**src/rtl/output_port_if.sv**
```systemverilog
// Flit types shared by the router ports, and the crossbar/link/credit bundle
// seen by output_port.
package output_port_pkg;
  localparam int VC_ID_W = 4;
  localparam int DATA_W  = 8;

  typedef enum logic [1:0] {
    HEAD     = 2'd0,
    BODY     = 2'd1,
    TAIL     = 2'd2,
    HEADTAIL = 2'd3
  } flit_label_t;

  typedef struct packed {
    flit_label_t          flit_label;
    logic [VC_ID_W-1:0]   vc_id;
    logic [DATA_W-1:0]    data;
  } flit_t;
endpackage

interface output_port_if #(parameter int VC_NUM = 2);
  localparam int VCW = (VC_NUM > 1) ? $clog2(VC_NUM) : 1;

  logic                      valid_i;
  output_port_pkg::flit_t    flit_i;
  logic                      ready_o;
  logic                      valid_o;
  output_port_pkg::flit_t    flit_o;
  logic                      credit_valid_i;
  logic [VCW-1:0]            credit_vc_i;
  logic [VC_NUM-1:0]         credit_avail_o;
  logic [VC_NUM-1:0]         vc_idle_o;
  logic                      err_o;

  modport master (
    output valid_i, flit_i, credit_valid_i, credit_vc_i,
    input  ready_o, valid_o, flit_o, credit_avail_o, vc_idle_o, err_o
  );

  modport slave (
    input  valid_i, flit_i, credit_valid_i, credit_vc_i,
    output ready_o, valid_o, flit_o, credit_avail_o, vc_idle_o, err_o
  );
endinterface

```
**src/rtl/output_port.sv**
```systemverilog
// Router output stage: staging FIFO onto the inter-router link, with
// per-VC credit counters, packet ownership tracking and a sticky error flag.
module output_port
  import output_port_pkg::*;
#(
  parameter int VC_NUM      = 2,
  parameter int BUFFER_SIZE = 8,
  parameter int FIFO_DEPTH  = 2
) (
  input  logic          clk,
  input  logic          rst,
  output_port_if.slave  port
);

  localparam int VCW = (VC_NUM > 1) ? $clog2(VC_NUM) : 1;
  localparam int PW  = $clog2(FIFO_DEPTH);
  localparam int CW  = $clog2(BUFFER_SIZE + 1);
  localparam logic [CW-1:0] CMAX = CW'(BUFFER_SIZE);

  typedef enum logic {FREE, OWNED} own_t;

  flit_t            mem [FIFO_DEPTH];
  logic [PW-1:0]    wr_ptr, rd_ptr;
  logic [PW:0]      count;

  logic [CW-1:0]    credit_q [VC_NUM];
  logic [CW-1:0]    credit_d [VC_NUM];
  own_t             own_q    [VC_NUM];
  own_t             own_d    [VC_NUM];
  logic             err_q, err_d;
  logic             valid_q;
  flit_t            flit_q;

  flit_t            head;
  logic [VCW-1:0]   head_vc;
  logic             full, empty, send, enq, drop;
  logic [VC_NUM-1:0] cred_inc, cred_dec;

  // A full FIFO still accepts a flit when the head leaves in the same cycle.
  always_comb begin
    full    = (count == (PW+1)'(FIFO_DEPTH));
    empty   = (count == '0);
    head    = mem[rd_ptr];
    head_vc = head.vc_id[VCW-1:0];
    send    = !empty && (credit_q[head_vc] != '0);
    enq     = port.valid_i && (!full || send);
    drop    = port.valid_i && full && !send;
    for (int unsigned v = 0; v < VC_NUM; v++) begin
      cred_inc[v] = port.credit_valid_i && (port.credit_vc_i == VCW'(v));
      cred_dec[v] = send && (head_vc == VCW'(v));
    end
  end

  always_comb begin
    err_d = err_q | drop;
    for (int unsigned v = 0; v < VC_NUM; v++) begin
      credit_d[v] = credit_q[v];
      own_d[v]    = own_q[v];

      if (cred_inc[v] && !cred_dec[v]) begin
        if (credit_q[v] == CMAX) err_d = 1'b1;
        else                     credit_d[v] = credit_q[v] + 1'b1;
      end else if (cred_dec[v] && !cred_inc[v]) begin
        credit_d[v] = credit_q[v] - 1'b1;
      end

      if (cred_dec[v]) begin
        unique case (own_q[v])
          FREE: begin
            if (head.flit_label == HEAD)
              own_d[v] = OWNED;
            else if (head.flit_label == BODY || head.flit_label == TAIL)
              err_d = 1'b1;
          end
          OWNED: begin
            if (head.flit_label == TAIL)
              own_d[v] = FREE;
            else if (head.flit_label == HEAD)
              err_d = 1'b1;
          end
          default: own_d[v] = own_q[v];
        endcase
      end
    end
  end

  always_ff @(posedge clk) begin
    if (enq) mem[wr_ptr] <= port.flit_i;
  end

  always_ff @(posedge clk) begin
    if (rst) begin
      wr_ptr  <= '0;
      rd_ptr  <= '0;
      count   <= '0;
      valid_q <= 1'b0;
      flit_q  <= '0;
      err_q   <= 1'b0;
      for (int unsigned v = 0; v < VC_NUM; v++) begin
        credit_q[v] <= CMAX;
        own_q[v]    <= FREE;
      end
    end else begin
      if (enq)  wr_ptr <= wr_ptr + 1'b1;
      if (send) rd_ptr <= rd_ptr + 1'b1;
      case ({enq, send})
        2'b10:   count <= count + 1'b1;
        2'b01:   count <= count - 1'b1;
        default: count <= count;
      endcase
      valid_q <= send;
      if (send) flit_q <= head;
      err_q   <= err_d;
      for (int unsigned v = 0; v < VC_NUM; v++) begin
        credit_q[v] <= credit_d[v];
        own_q[v]    <= own_d[v];
      end
    end
  end

  always_comb begin
    port.ready_o        = !full;
    port.valid_o        = valid_q;
    port.flit_o         = flit_q;
    port.err_o          = err_q;
    port.credit_avail_o = '0;
    port.vc_idle_o      = '0;
    for (int unsigned v = 0; v < VC_NUM; v++) begin
      port.credit_avail_o[v] = (credit_q[v] != '0);
      port.vc_idle_o[v]      = (own_q[v] == FREE) && (credit_q[v] == CMAX);
    end
  end

endmodule

```
**src/flat_wrapper.sv**
```systemverilog
// flat-port wrapper written by rule: the top's interface ports become plain ports
module output_port_flat import output_port_pkg::*;
#(
  parameter int VC_NUM      = 2,
  parameter int BUFFER_SIZE = 8,
  parameter int FIFO_DEPTH  = 2
)
  (clk, rst, port_valid_i, port_flit_i, port_credit_valid_i, port_credit_vc_i, port_ready_o, port_valid_o, port_flit_o, port_credit_avail_o, port_vc_idle_o, port_err_o);
  output_port_if #(.VC_NUM(VC_NUM)) port_i ();
  input  logic clk;
  input  logic rst;
  input wire logic [$bits(port_i.valid_i)-1:0] port_valid_i;
  input wire logic [$bits(port_i.flit_i)-1:0] port_flit_i;
  input wire logic [$bits(port_i.credit_valid_i)-1:0] port_credit_valid_i;
  input wire logic [$bits(port_i.credit_vc_i)-1:0] port_credit_vc_i;
  output wire logic [$bits(port_i.ready_o)-1:0] port_ready_o;
  output wire logic [$bits(port_i.valid_o)-1:0] port_valid_o;
  output wire logic [$bits(port_i.flit_o)-1:0] port_flit_o;
  output wire logic [$bits(port_i.credit_avail_o)-1:0] port_credit_avail_o;
  output wire logic [$bits(port_i.vc_idle_o)-1:0] port_vc_idle_o;
  output wire logic [$bits(port_i.err_o)-1:0] port_err_o;
  assign port_i.valid_i = port_valid_i;
  assign port_i.flit_i = port_flit_i;
  assign port_i.credit_valid_i = port_credit_valid_i;
  assign port_i.credit_vc_i = port_credit_vc_i;
  assign port_ready_o = port_i.ready_o;
  assign port_valid_o = port_i.valid_o;
  assign port_flit_o = port_i.flit_o;
  assign port_credit_avail_o = port_i.credit_avail_o;
  assign port_vc_idle_o = port_i.vc_idle_o;
  assign port_err_o = port_i.err_o;
  output_port #(.VC_NUM(VC_NUM), .BUFFER_SIZE(BUFFER_SIZE), .FIFO_DEPTH(FIFO_DEPTH)) u_core (.clk(clk), .rst(rst), .port(port_i));
endmodule
```
**config.mk**
```make
export PLATFORM = sky130hd
export DESIGN_NAME = output_port_flat
export DESIGN_NICKNAME = d
export VERILOG_FILES = /design/src/rtl/output_port_if.sv /design/src/rtl/output_port.sv /design/src/flat_wrapper.sv
export SDC_FILE = /design/constraint.sdc
export NUM_CORES = 1
export LEC_CHECK = 0
export ABC_AREA = 1
export CORE_UTILIZATION = 25
export CTS_BUF_LIST = sky130_fd_sc_hd__clkbuf_8
export DETAILED_ROUTE_END_ITERATION = 7
export PLACE_DENSITY_LB_ADDON = 0.25
export SLEW_MARGIN = 20
export SYNTH_ARGS = -nofsm -noshare
export SYNTH_HDL_FRONTEND = slang
export SYNTH_SLANG_ARGS = --single-unit
```
**constraint.sdc**
```tcl
create_clock -name clk -period 2.8 [get_ports clk]
set_clock_uncertainty 0.1 [all_clocks]
set_input_delay 0.56 -clock clk [delete_from_list [all_inputs] [get_ports clk]]
set_output_delay 0.56 -clock clk [all_outputs]
set_load 0.01 [all_outputs]
```
==> qor.csv, run 1 <==
metric,value,unit
status,finished clean,
setup-violations-final,0,
synth_cell_types,32,
routed_via_density,4.25,
rows,36,
pwr-share-seq,0.374,
synthesis.area,2540,um2
cts_max_level,3,
root_buffer,clkbuf_8,
ir_worst_vdd,0.372,mV
path_depth,12,
grt_pass1_wl,9140,um
crit_buf_inv,1,
min_period,2.43,ns
grt_max_degree,20,
antenna_found_initial,0,
max-cap-violations,0,
synth_ff_type,dfxtp_1,
ios,40,
period_share,0.868,
drive_gt1_frac,0.106,
holdBufCountCts,0,
design_power_total,3.44,mW
synth_nets,294,
cp_max_fo,13,
cts_tree,yes,
hold_ws,0.366,ns
cp-start-kind,flop,
slew-limit-headroom,0.790,
die_h,103,um
cts_setup_buffers,0,
fin_nets,343,
slowest_delay,0.48,ns
hold_depth,1,
combPwrFrac,0.412,
syn_to_final_growth,29.5,%
syn-instance-count,267,
path_cells,"inv_2, nand2_1, nand2_2, nand2_2, nand4_4, nand2_1, ha_1, a21oi_1, nand2_1, nand3b_1, nand4_1, nand3_1",
synth_top_area_cell,edfxtp_1,
start_util,0.259,
grt_use_total,0.118,
die_area,10600,um2
hold_viol,0,
drc,0,
rsz0062_at_grt,no,
yosys.area.top_type_share,0.331,
routedWlPerCell,11.8,um
worstMarginPinSlew,0.306,ns
crit_top_cell,nand2_1,
synth-async-reset-ratio,0,
p_int,2.14,mW
crit_family,simple AND/OR/NAND/NOR gates,
crit_required,2.92,ns
tns,0,ns
p_per_area,1050,nW/um2
wirelength,5370,um
cts.sinks,59,
swShare,0.377,
mostFrequentLayoutCell,nand2_1,
worst_skew_pair.late_latency,0.33,ns
grt_overflow,0,
cp_slowest_cell,dfxtp_1,
worst_ep_arrival_time,2.55,ns
routabilityCongestion,0.752,
synth_seq_area_share,0.576,
r2r.worst_path.cells,12,
placement.io_buffers,39,
cts_buffers,9,
drt-pass1-iter-count,4,
drtIter0Drc,56,
endpoint_kind,flop,
power.leakage,1.29,nW
ant_nets,0,
crit_type,flop to flop,
clk_pin_slew,0.07,ns
synth_edf_count,28,
core-area,9820,um2
final_cell_mix,"nand2_1 (55), clkdlybuf4s50_1 (39), dfxtp_1 (31)",
clkPwrFrac,0.214,
fp.dieW,103,um
vias,1930,
clockBufferDepth,2,
synth-seq-cells,59,
synth.area.top_cells,"edfxtp_1 (33%), dfxtp_1 (24%), nand2_1 (8.1%)",
slew_violations,0,
hpwl,3790,um
timing.fmax,411,MHz
ys_warn_count,0,
hold_path_class,flop to flop,
grt_pass1_vias,1948,
n_antenna_cell,0,
cts_resized,0,
avgSynthCellArea,9.51,um2
p_sw,1.30,mW
==> cell families (layout without fill, tap and decap cells) <==
logic type,Yosys count,in the layout,synth area share
and+or+nand+nor,108,108,0.194
AOI/OAI and AO/OA,54,54,0.116
xor gates and xnor gates,2,2,0.00690
adders and majority gates,8,8,0.0453
buffers and inverters,35,89,0.0582
muxes,1,1,0.00394
DFF,59,59,0.576
==> Yosys cell counts, drive strengths merged, types with 5 or more instances <==
cell type and instances:
clkbuf 5, o21ai 25, inv 27, a21oi 15, nor2 25, a31oi 11
edfxtp 28, ha 6, dfxtp 31, nand2 59, nand4 6, nand3 12
==> flip-flops by register name, indices dropped and copies added, names as in the netlist, named ones only <==
| register | count |
|---|---|
| u_core.own_q | 2 |
| u_core.port.valid_o | 1 |
| u_core.rd_ptr | 1 |
| u_core.port.flit_o | 14 |
| u_core.count | 2 |
| u_core.credit_q | 8 |
| u_core.mem | 28 |
| u_core.port.err_o | 1 |
| u_core.wr_ptr | 1 |
==> power by group through the flow <==
stage / clock network, mW / registers [mW] / logic, mW
after detailed placement: 0 / 1.31 / 1.44
after global placement: 0 / 1.31 / 1.42
after floorplan: 0 / 1.31 / 0.944
after CTS: 0.765 / 1.29 / 1.44
after global routing: 0.809 / 1.32 / 1.63
final: 0.735 / 1.29 / 1.42
==> final timing paths <==
check | from | endpoint | slack (ns)
worst max-delay path | flop | u_core.credit_q[1][3] | 0.37
worst min-delay path | u_core.rd_ptr | u_core.rd_ptr | 0.37
worst max register to register | flop | u_core.credit_q[1][3] | 0.37
worst min register to register | u_core.rd_ptr | u_core.rd_ptr | 0.37
==> cell type report <==
cell class	count	area, um2
Multi-Input combinational cell	173	930
Clock buffer	9	124
Tap cell	133	166
Clock inverter	7	62.6
Sequential cell	59	1460
Fill cell	1070	6530
Timing Repair Buffer	46	443
Inverter	27	101
==> routing by layer <==
layer  up-vias  wire [um]  global-route usage
li1       1004          -                   -
met1       885       2520               0.136
met2        39       2670               0.201
met3         2        162              0.0508
met4         0         17              0.0293
met5         -          0                   0
==> stage by stage <==
stage / setup slack (ns) / cell area [um2] / util / cells
finish: 0.370 / 3290 / 0.335 / 454
global route: 0.108 / 3290 / 0.335 / 454
CTS: 0.342 / 3290 / 0.335 / 454
detailed placement: 0.283 / 3100 / 0.316 / 438
global placement: 0.287 / 3100 / 0.316 / 438
floorplan: 0.611 / 2540 / - / 267
(Power assumes the default switching activity.)
==> run 2: changes to the inputs <==
--- a/config.mk
+++ b/config.mk
@@ -8,8 +8,10 @@
 export ABC_AREA = 1
 export CORE_UTILIZATION = 25
 export CTS_BUF_LIST = sky130_fd_sc_hd__clkbuf_8
+export CTS_CLUSTER_DIAMETER = 200
 export DETAILED_ROUTE_END_ITERATION = 7
 export PLACE_DENSITY_LB_ADDON = 0.25
+export SETUP_SLACK_MARGIN = 0.4
 export SLEW_MARGIN = 20
 export SYNTH_ARGS = -nofsm -noshare
 export SYNTH_HDL_FRONTEND = slang
==> run 2 against run 1 <==
Effect of this change: register-to-register slack improved by 0.24 ns; non-clock buffer count unchanged; clock-buffer cell count unchanged; largest power group unchanged.
==> qor.csv, run 2 (synthesis gave the netlist of run 1 again) <==
metric,value,unit
status,finished clean,
routabilityCongestion,0.752,
ant_nets,0,
mostFrequentLayoutCell,nand2_1,
core-area,9820,um2
min_period,2.26,ns
cp_max_fo,5,
hpwl,3790,um
drt-pass1-iter-count,4,
grt_pass1_wl,9140,um
largest_register,u_core.mem,
clk_pin_slew,0.06,ns
worst_ep_arrival_time,1.60,ns
power.leakage,1.30,nW
cts_buffers,9,
p_per_area,1050,nW/um2
endpoint_kind,output pin,
final_cell_mix,"nand2_1 (54), clkdlybuf4s50_1 (39), dfxtp_1 (29)",
dpl_cell_area,3100,um2
n_antenna_cell,0,
setup-violations-final,0,
grt_pass1_vias,1948,
syn_to_final_growth,29.9,%
r2r_slack,0.61,ns
placement.io_buffers,39,
die_h,103,um
root_buffer,clkbuf_8,
drtIter0Drc,50,
holdBufCountCts,0,
routedWlPerCell,11.8,um
hold_viol,0,
grt_max_degree,20,
ios,40,
start_util,0.259,
vias,1936,
hold_path_class,flop to flop,
drc,0,
grt_use_total,0.118,
cp-start-kind,flop,
crit_type,flop to output pin,
cts.sinks,59,
fin_nets,343,
ir_worst_vdd,0.372,mV
nFillCells,1069,
slew_violations,0,
worstMarginPinSlew,0.311,ns
wirelength,5360,um
design_power_total,3.46,mW
rsz0062_at_grt,no,
slew-limit-headroom,0.787,
cts_max_level,3,
rows,36,
largest_reg_flops,28,
final_area,3300,um2
cts_tree,yes,
period_share,0.807,
die_area,10600,um2
worst_skew_pair.late_latency,0.33,ns
max-cap-violations,0,
crit_required,2.14,ns
grt_overflow,0,
fp.dieW,103,um
hold_ws,0.363,ns
tns,0,ns
drive_gt1_frac,0.115,
antenna_found_initial,0,
routed_via_density,4.26,
timing.fmax,442,MHz
clockBufferDepth,2,
-- run 2: cell types whose count changed in the layout (fill, tap and decap cells not counted) --
cell     change
dfxtp_1      -2
dfxtp_2      +1
dfxtp_4      +1
inv_2        -1
inv_4        +1
nand2_1      -1
nand2_2      +1
-- run 2: stage by stage --
stage	utilization	setup slack, ns	instances
after floorplan	-	0.611	267
after detailed placement	0.316	0.283	438
after global placement	0.316	0.287	438
final	0.336	0.539	454
after CTS	0.335	0.445	454
after global routing	0.336	0.421	454
-- run 2: where the power goes --
group	switching (mW)	internal, mW	leakage [nW]	total, mW
clock	0.336	0.401	0.0976	0.737
sequential	0.150	1.15	0.519	1.30
combinational	0.819	0.605	0.680	1.42
-- run 2: metal layers --
metal | vias to the layer above | share of wire | GRT usage
met5 | - | 0 | 0
met4 | 0 | 0.0050 | 0.0293
met3 | 4 | 0.044 | 0.0508
met2 | 44 | 0.49 | 0.201
met1 | 880 | 0.46 | 0.136
li1 | 1008 | - | -
-- run 2: path summary, 6_finish.rpt --
check        cells after the start                      to                  start
min                              1           u_core.rd_ptr          u_core.rd_ptr
min reg2reg                      1           u_core.rd_ptr          u_core.rd_ptr
max reg2reg                     12   u_core.credit_q[1][3]                   flop
max                              5  port_credit_avail_o[0]  u_core.credit_q[0][0]
-- run 2: final cells by class --
class	count	area [um2]	area share
flip-flops and latches	59	1470	0.445
multi-input cells	173	932	0.283
repair buffers	46	443	0.134
well taps	133	166	0.0505
clock buffers	9	124	0.0376
inverters	27	104	0.0315
clock inverters	7	62.6	0.0190
-- run 2: what timing repair did --
item,CTS,global route
gates resized for setup,1,5
pin swaps,0,0
endpoints found under the setup margin,1,5
cloned,0,0
setup buffers,0,0
-- run 2: worst max-delay path: stages, from the launching register on --
cell             delay (ns)
dfxtp_1                0.36
inv_1                  0.09
nand2_1                0.05
nor2_1                 0.20
inv_1                  0.10
clkdlybuf4s50_1        0.49
==> run 3: changes to the inputs <==
==> constraint.sdc (replaced) <==
create_clock -name clk -period 2.2 [get_ports clk]
set_clock_uncertainty 0.1 [all_clocks]
set_input_delay 0.44 -clock clk [delete_from_list [all_inputs] [get_ports clk]]
set_output_delay 0.44 -clock clk [all_outputs]
set_load 0.01 [all_outputs]
==> run 3 against run 2 <==
Effect of this change: register-to-register slack worse by 0.29 ns; wire length is 7.7% higher; sequential share of layout area is 5.8 points lower.
==> qor.csv, run 3 (synthesis gave the netlist of run 1 again) <==
metric,value,unit
worst_ep_arrival_time,1.98,ns
hold_ws,0.349,ns
crit_type,flop to flop,
cts_max_level,3,
routabilityCongestion,0.736,
clockBufferDepth,2,
die_area,10600,um2
antenna_found_initial,0,
grt_pass1_vias,1993,
setup-violations-final,0,
rows,36,
p_int,3.24,mW
drtIter0Drc,54,
routedWlPerCell,12.0,um
max-cap-violations,0,
wirelength,5770,um
status,finished clean,
largest_reg_flops,28,
placement.io_buffers,39,
p_per_area,1350,nW/um2
worstMarginPinSlew,0.243,ns
core-area,9820,um2
layout_setup_ws,0.324,ns
hold_viol,0,
ios,40,
timing.fmax,533,MHz
crit_required,2.31,ns
min_from,u_core.rd_ptr,
grt_max_degree,23,
endpoint_kind,flop,
pwr-share-seq,0.329,
grt_use_total,0.119,
cts.sinks,59,
holdBufCountCts,0,
final_cell_mix,"nand2_1 (45), buf_4 (29), edfxtp_1 (28)",
routed_via_density,4.30,
slew_violations,0,
start_util,0.259,
syn_to_final_growth,51.2,%
multi_input_area,1150,um2
cts_tree,yes,
cp-start-kind,flop,
clkPwrFrac,0.202,
combPwrFrac,0.469,
grt_pass1_wl,9290,um
drt-pass1-iter-count,4,
fp.dieW,103,um
vias,2068,
mostFrequentLayoutCell,nand2_1,
drc,0,
slew-limit-headroom,0.838,
largest_register,u_core.mem,
ir_worst_vdd,0.493,mV
worst_skew_pair.late_latency,0.33,ns
cp_max_fo,4,
nFillCells,1015,
drive_gt1_frac,0.319,
swShare,0.372,
utilization,0.391,
cts_buffers,9,
rsz0062_at_grt,yes,
fin_nets,370,
die_h,103,um
root_buffer,clkbuf_8,
n_antenna_cell,0,
regArea,1480,um2
hold_path_class,flop to flop,
min_period,1.88,ns
grt_overflow,0,
period_share,0.853,
p_sw,1.92,mW
ant_nets,0,
place_ws,-0.0401,ns
design_power_total,5.16,mW
power.leakage,1.65,nW
clk_pin_slew,0.06,ns
hpwl,3760,um
[run 3: power groups by stage]
| stage | Combinational, mW | Clock [mW] | Sequential [mW] |
|---|---|---|---|
| floorplan | 1.28 | 0 | 1.68 |
| global placement | 1.99 | 0 | 1.71 |
| detailed placement | 2.03 | 0 | 1.70 |
| CTS | 2.12 | 1.08 | 1.69 |
| global route | 2.69 | 1.14 | 1.74 |
| finish | 2.42 | 1.04 | 1.70 |
[run 3: final timing paths]
path,endpoint,slack [ns],cells past startpoint
worst min register to register,flop,0.35,1
worst min-delay path,flop,0.35,1
worst max-delay path,u_core.credit_q[1][3],0.32,12
worst max register to register,u_core.credit_q[1][3],0.32,12
[run 3: final cells by class]
cell class / instances / share of cell area
Clock inverter: 7 / 0.0225
Multi-Input combinational cell: 173 / 0.300
Inverter: 27 / 0.0303
Timing Repair Buffer: 73 / 0.185
Clock buffer: 9 / 0.0323
Tap cell: 133 / 0.0434
Sequential cell: 59 / 0.387
[run 3: metrics by stage]
stage,cell area (um2),setup TNS (ns),cells
floorplan,2620,0,267
detailed placement,3270,-0.0757,445
finish,3840,0,481
global route,3840,0,481
global placement,3270,-0.0193,445
CTS,3590,0,466
[run 3: worst max-delay path, cell delays in order, from the launching register on]
cell and delay [ns]:
dfxtp_4 0.38, inv_4 0.05, nand2_4 0.08, nand2_8 0.07, inv_4 0.06, nand4_4 0.10
nand2_4 0.13, ha_4 0.22, a21oi_2 0.14, nand2_2 0.07, nand3b_1 0.18, nand4_1 0.10
nand3_1 0.07
[run 3: timing repair]
action,4_1_cts,5_1_grt
pin swaps,7,27
endpoints found under the setup margin,44,48
cloned,0,1
gates resized for setup,40,43
setup buffers,5,14
endpoints found under the hold margin,0,0
[run 3: routing by layer]
metal	GRT usage	vias up	part of all wire
met2	0.203	43	0.48
li1	-	1067	-
met5	0	-	0
met1	0.138	950	0.46
met4	0.0390	0	0.013
met3	0.0441	8	0.049
